==> src/rtl/sprite_line_renderer.sv <==
// sprite_line_renderer
//   Per-scanline sprite compositor on the VGA pixel clock. Game logic writes an
//   NUM_SPRITES-entry sprite table. While a line is blanking, the table is scanned
//   (one entry per cycle) and up to MAX_PER_LINE vertically-hit sprites are latched
//   into slots. During active video each pixel takes the colour of the
//   lowest-numbered slot that covers it horizontally. If no slot covers it, the
//   pixel takes BG_COLOR.
// Ports
//   VGAclock, resetN        pixel clock, async active-low reset
//   xPos, yPos              timing counters (active: x 161..800, y 0..479)
//   spriteWe/Idx/X/Y/Color/En  table write port
//   rgb, pixelValid         registered pixel colour, one clock after xPos/yPos
//   scanBusy                high while the per-line scan runs
//   lineOverflow            sticky: a line had more hits than slots
module sprite_line_renderer #(
    parameter int         NUM_SPRITES  = 8,
    parameter int         MAX_PER_LINE = 4,
    parameter int         SPRITE_SIZE  = 16,
    parameter logic [7:0] BG_COLOR     = 8'h00
) (
    input  logic                           VGAclock,
    input  logic                           resetN,
    input  logic [10:0]                    xPos,
    input  logic [10:0]                    yPos,
    input  logic                           spriteWe,
    input  logic [$clog2(NUM_SPRITES)-1:0] spriteIdx,
    input  logic [9:0]                     spriteX,
    input  logic [9:0]                     spriteY,
    input  logic [7:0]                     spriteColor,
    input  logic                           spriteEn,
    output logic [7:0]                     rgb,
    output logic                           pixelValid,
    output logic                           scanBusy,
    output logic                           lineOverflow
);
    localparam int          IDX_W = $clog2(NUM_SPRITES);
    localparam int          CNT_W = $clog2(MAX_PER_LINE + 1);
    localparam logic [10:0] SZ    = 11'(SPRITE_SIZE);
    localparam logic [10:0] ROWS  = 11'd480;
    localparam logic [10:0] X0    = 11'd161;
    localparam logic [10:0] X1    = 11'd800;

    typedef struct packed {
        logic [9:0] x;
        logic [9:0] y;
        logic [7:0] color;
        logic       en;
    } entry_t;

    typedef struct packed {
        logic       vld;
        logic [9:0] x;
        logic [7:0] color;
    } slot_t;

    typedef enum logic [1:0] {IDLE, SCAN, DISPLAY} state_t;

    entry_t                          tbl [NUM_SPRITES];
    slot_t  [MAX_PER_LINE-1:0]       slots_q, slots_d;
    state_t                          state_q, state_d;
    logic   [IDX_W-1:0]              idx_q, idx_d;
    logic   [CNT_W-1:0]              cnt_q, cnt_d;
    logic                            ovf_q, ovf_d;

    // ---------------- sprite table ----------------
    always_ff @(posedge VGAclock or negedge resetN) begin
        if (!resetN) begin
            for (int i = 0; i < NUM_SPRITES; i++) tbl[i] <= '0;
        end else if (spriteWe) begin
            tbl[spriteIdx] <= '{x: spriteX, y: spriteY, color: spriteColor, en: spriteEn};
        end
    end

    // ---------------- scan FSM ----------------
    entry_t cur;
    logic   vhit;
    logic   line_edge, line_start;

    assign cur        = tbl[idx_q];
    // 11-bit compare so a sprite near the bottom never wraps to row 0
    assign vhit       = cur.en && (yPos >= {1'b0, cur.y}) && (yPos < ({1'b0, cur.y} + SZ));
    assign line_edge  = (xPos == 11'd0);
    assign line_start = line_edge && (yPos < ROWS);

    always_comb begin
        state_d = state_q;
        idx_d   = idx_q;
        cnt_d   = cnt_q;
        slots_d = slots_q;
        ovf_d   = ovf_q;
        if (line_edge) begin
            // Start of every line, from any state. A line start that arrives
            // mid-scan restarts the scan cleanly.
            idx_d   = '0;
            cnt_d   = '0;
            slots_d = '0;
            state_d = line_start ? SCAN : IDLE;
        end else begin
            case (state_q)
                SCAN: begin
                    if (vhit) begin
                        if (cnt_q < CNT_W'(MAX_PER_LINE)) begin
                            for (int k = 0; k < MAX_PER_LINE; k++) begin
                                if (cnt_q == CNT_W'(k)) begin
                                    slots_d[k].vld   = 1'b1;
                                    slots_d[k].x     = cur.x;
                                    slots_d[k].color = cur.color;
                                end
                            end
                            cnt_d = cnt_q + 1'b1;
                        end else begin
                            ovf_d = 1'b1;
                        end
                    end
                    if (idx_q == IDX_W'(NUM_SPRITES - 1)) state_d = DISPLAY;
                    else                                   idx_d   = idx_q + 1'b1;
                end
                IDLE, DISPLAY: ;
                default: state_d = IDLE;
            endcase
        end
    end

    always_ff @(posedge VGAclock or negedge resetN) begin
        if (!resetN) begin
            state_q <= IDLE;
            idx_q   <= '0;
            cnt_q   <= '0;
            slots_q <= '0;
            ovf_q   <= 1'b0;
        end else begin
            state_q <= state_d;
            idx_q   <= idx_d;
            cnt_q   <= cnt_d;
            slots_q <= slots_d;
            ovf_q   <= ovf_d;
        end
    end

    assign scanBusy     = (state_q == SCAN);
    assign lineOverflow = ovf_q;

    // ---------------- pixel path ----------------
    logic [10:0]             px;
    logic                    active;
    logic [MAX_PER_LINE-1:0] hhit;
    logic [7:0]              pix_color;

    assign px     = xPos - X0;
    assign active = (state_q == DISPLAY) && (yPos < ROWS) && (xPos >= X0) && (xPos <= X1);

    // px never exceeds 639 while active, so sprites past the right edge clip
    generate
        for (genvar k = 0; k < MAX_PER_LINE; k++) begin : g_hit
            assign hhit[k] = slots_q[k].vld && (px >= {1'b0, slots_q[k].x})
                           && (px < ({1'b0, slots_q[k].x} + SZ));
        end
    endgenerate

    // Slots fill in table order, so the lowest hit slot is the highest priority
    always_comb begin
        pix_color = BG_COLOR;
        for (int k = MAX_PER_LINE - 1; k >= 0; k--) begin
            if (hhit[k]) pix_color = slots_q[k].color;
        end
    end

    always_ff @(posedge VGAclock or negedge resetN) begin
        if (!resetN) begin
            rgb        <= 8'h00;
            pixelValid <= 1'b0;
        end else begin
            rgb        <= active ? pix_color : 8'h00;
            pixelValid <= active;
        end
    end

endmodule
==> config.mk <==
export PLATFORM = sky130hd
export DESIGN_NAME = sprite_line_renderer
export DESIGN_NICKNAME = d
export VERILOG_FILES = /design/src/rtl/sprite_line_renderer.sv
export SDC_FILE = /design/constraint.sdc
export NUM_CORES = 1
export LEC_CHECK = 0
export CORE_MARGIN = 2
export CORE_UTILIZATION = 45
export DETAILED_ROUTE_END_ITERATION = 16
export PLACE_DENSITY_LB_ADDON = 0.3
export REMOVE_ABC_BUFFERS = 1
export SKIP_CTS_REPAIR_TIMING = 1
export SLEW_MARGIN = 10
export SYNTH_ARGS = -nofsm -noshare
export SYNTH_HDL_FRONTEND = slang
export SYNTH_SLANG_ARGS = --single-unit
==> constraint.sdc <==
create_clock -name VGAclock -period 4.95 [get_ports VGAclock]
set_input_delay 0.495 -clock VGAclock [delete_from_list [all_inputs] [get_ports VGAclock]]
set_output_delay 0.495 -clock VGAclock [all_outputs]
set_load 0.01 [all_outputs]
==> impl_metrics.env <==
export IMPL_critPathBufInv=2
export IMPL_cts_tree="done"
export IMPL_grt_pass1_wl_um=66200
export IMPL_antenna_left=0
export IMPL_gp_congestion=0.843
export IMPL_rsz0062_at_grt="false"
export IMPL_cp_arrival_ns=4.78
export IMPL_worst_slew_pin_slew_ns=0.952
export IMPL_synth_edff_count=0
export IMPL_grt_pass1_vias=11900
export IMPL_insertion_delay_ns=0.53
export IMPL_dp_hpwl_um=25800
export IMPL_status="completed"
export IMPL_grtUsageTotal=0.216
export IMPL_crit_type="reg -> reg"
export IMPL_clk_pin_slew_ns=0.06
export IMPL_die_area_um2=39500
export IMPL_clk_path_buf_depth=3
export IMPL_drt_iter0_drc=641
export IMPL_synth_cells=1368
export IMPL_h_tree_depth=2
export IMPL_synthDistinctLibCells=54
export IMPL_syn_area_um2=17100
export IMPL_cts_sinks=326
export IMPL_ys_ff_latch=326
export IMPL_cp_required_ns=5.40
export IMPL_power_mw=7.25
export IMPL_async_reset_ff_frac=1.00
export IMPL_path_common_cell="ha_1"
export IMPL_yosysTopAreaCell="dfrtp_1"
export IMPL_fmax_mhz=231
export IMPL_num_antenna_cells=0
export IMPL_start_kind="flip-flop"
export IMPL_synth_yosys_seq_area_share=0.478
export IMPL_core_area_um2=37500
export IMPL_drv_slew=0
export IMPL_synth_top_area_frac=0.478
export IMPL_area_growth_pct=14.5
export IMPL_drive_above_1_share=0.275
export IMPL_wl_um=40900
export IMPL_vias=11300
export IMPL_io_buffers=67
export IMPL_relSlewSlack=0.365
export IMPL_cts_root_buf="clkbuf_16"
export IMPL_wire_per_inst_um=20.8
export IMPL_period_needed_ns=4.33
export IMPL_whs_ns=0.0494
export IMPL_dr_pass1_iters=5
export IMPL_post_route_period_util=0.875
export IMPL_start_util=0.455
export IMPL_via_per_inst=5.75
export IMPL_report_final_hold_viol_count=0
export IMPL_cts_buffers=38
export IMPL_num_rows=71
export IMPL_end_kind="flip-flop"
export IMPL_ys_warn_count=0
export IMPL_fin_area_um2=19600
export IMPL_dpl_cell_area_um2=18400
export IMPL_remaining_drc_errors=0
export IMPL_irDropWorstVdd_uv=323
export IMPL_grt_ovfl_total=0
export IMPL_skew_ns=0.0185
export IMPL_antenna_found_initial=1
export IMPL_synthTopCellsByArea="dfrtp_1, mux2_2, mux4_2"
export IMPL_path_delay_family="simple AND/OR/NAND/NOR gates"
export IMPL_grt_start_max_net_pins=124
export IMPL_finalSetupViolCount=0
export IMPL_die_x_um=199
export IMPL_cp_slowest_stage_delay_ns=0.73
export IMPL_critPathMaxFanout=32
export IMPL_synth_ff_type="dfrtp_1"
export IMPL_die_h_um=199
export IMPL_crit_chain="mux4_2 > mux2i_1 > inv_1 > ha_1 > nand2_1 > xnor2_1 > ha_1 > and4_1 > a211oi_1 > and3_1 > and4bb_2 > buf_4 > nand3_1 > o21ai_1"
export IMPL_finalNetCount=1594
export IMPL_io_pins=68
export IMPL_total_leakage_power_nw=8.63
export IMPL_min_path_type="in -> async"
export IMPL_slowest_stage="dfrtp_4"
export IMPL_drv_cap=0
export IMPL_p_per_area_nw_per_um2=371
export IMPL_syn_mean_instance_area_um2=12.5
-- final cells by class --
| type | count | area, um2 |
|---|---|---|
| fill | 3300 | 17900 |
| clock inverter | 7 | 75.1 |
| timing repair buffer | 108 | 996 |
| sequential | 326 | 8160 |
| clock buffer | 54 | 1090 |
| inverter | 56 | 210 |
| tap | 511 | 639 |
| multi-input combinational | 907 | 8370 |
-- cells in the final DEF (no fill, tap or decap), types with 6 or more instances in the layout --
cell type,instances
clkbuf_1,8
nor3_1,15
clkdlybuf4s50_1,66
mux4_2,58
o21a_1,9
nand2b_1,11
mux2i_1,30
and2_1,6
clkbuf_16,38
nor2_1,33
o21ai_1,36
ha_1,100
clkbuf_8,8
mux2_2,234
a211oi_1,11
a221oi_1,8
xnor2_1,24
buf_4,40
o21ai_0,32
nand4_1,8
dfrtp_1,323
nor2b_1,12
nand2_1,53
nand3_1,103
a21oi_1,20
inv_1,56
o31ai_1,46
xor2_1,6
-- synth_stat cells, drive strengths merged, types with 4 or more instances --
cell and n:
dfrtp 326, mux2 234, nand3 103, ha 100
o21ai 68, mux4 58, inv 56, nand2 53
o31ai 47, buf 41, clkbuf 38, nor2 34
mux2i 30, xnor2 25, a21oi 20, nor3 17
a211oi 13, nor2b 12, nand2b 11, o21a 9
a221oi 8, nand4 8, and2 6, xor2 6
nand4b 4, nor3b 4
-- cell families (layout without fill, tap and decap cells) --
logic type | count (synthesis) | after routing | share of synthesized area
flip-flops | 326 | 326 | 0.478
multiplexers | 322 | 322 | 0.248
AND/OR/NAND/NOR | 263 | 263 | 0.0772
adder cells (fa/ha/maj) | 100 | 100 | 0.0733
AO/OA/AOI/OAI | 191 | 191 | 0.0734
XOR/XNOR | 31 | 31 | 0.0163
buffers and inverters | 135 | 225 | 0.0334
-- final timing paths --
| path | from | slack, ns | cells after the start | endpoint |
|---|---|---|---|---|
| max | idx_q[0] | 0.62 | 14 | slots_q[39] |
| min | resetN | 0.05 | 1 | tbl[119] |
| max reg2reg | idx_q[0] | 0.62 | 14 | slots_q[39] |
| min reg2reg | tbl[49] | 0.50 | 1 | tbl[49] |
| max in group asynchronous | resetN | 3.67 | 2 | slots_q[52] |
| min in group VGAclock | tbl[49] | 0.50 | 1 | tbl[49] |
-- worst reg2reg max path, stage by stage (launching register included) --
cell	delay, ns
dfrtp_4	0.73
mux4_2	0.58
mux2i_1	0.28
inv_1	0.08
ha_1	0.23
nand2_1	0.09
xnor2_1	0.12
ha_1	0.26
and4_1	0.21
a211oi_1	0.22
and3_1	0.23
and4bb_2	0.52
buf_4	0.42
nand3_1	0.15
o21ai_1	0.14
-- per-stage QoR --
step | setup WS, ns | std cells | util | setup TNS (ns)
global placement | 0.675 | 1908 | 0.490 | 0
detailed placement | 0.620 | 1908 | 0.490 | 0
CTS | 0.598 | 1969 | 0.521 | 0
finish | 0.616 | 1969 | 0.521 | 0
global route | 0.299 | 1969 | 0.521 | 0
floorplan | -1.99 | 1289 | - | -151.03
-- power by group --
part	total (mW)	internal (mW)	switching, mW	leakage (nW)
registers	3.30	3.09	0.209	3.88
clock network	2.65	1.58	1.07	0.576
logic	1.30	0.732	0.571	4.17
total	7.25	5.40	1.85	8.63
-- layer usage --
metal | vias to the layer above | track usage | wire, um
li1 | 5189 | - | -
met1 | 5829 | 0.292 | 18300
met2 | 238 | 0.365 | 20000
met3 | 72 | 0.0310 | 1690
met4 | 2 | 0.0600 | 899
met5 | - | 0 | 16
-- state kept, by name, summed over array words and instances, names as in the netlist --
| name | flops |
|---|---|
| tbl | 232 |
| slots_q | 76 |
| rgb | 8 |
| cnt_q | 3 |
| idx_q | 3 |
| state_q | 2 |
| lineOverflow | 1 |
| pixelValid | 1 |
No activity file was read; power rests on OpenSTA's default activity.
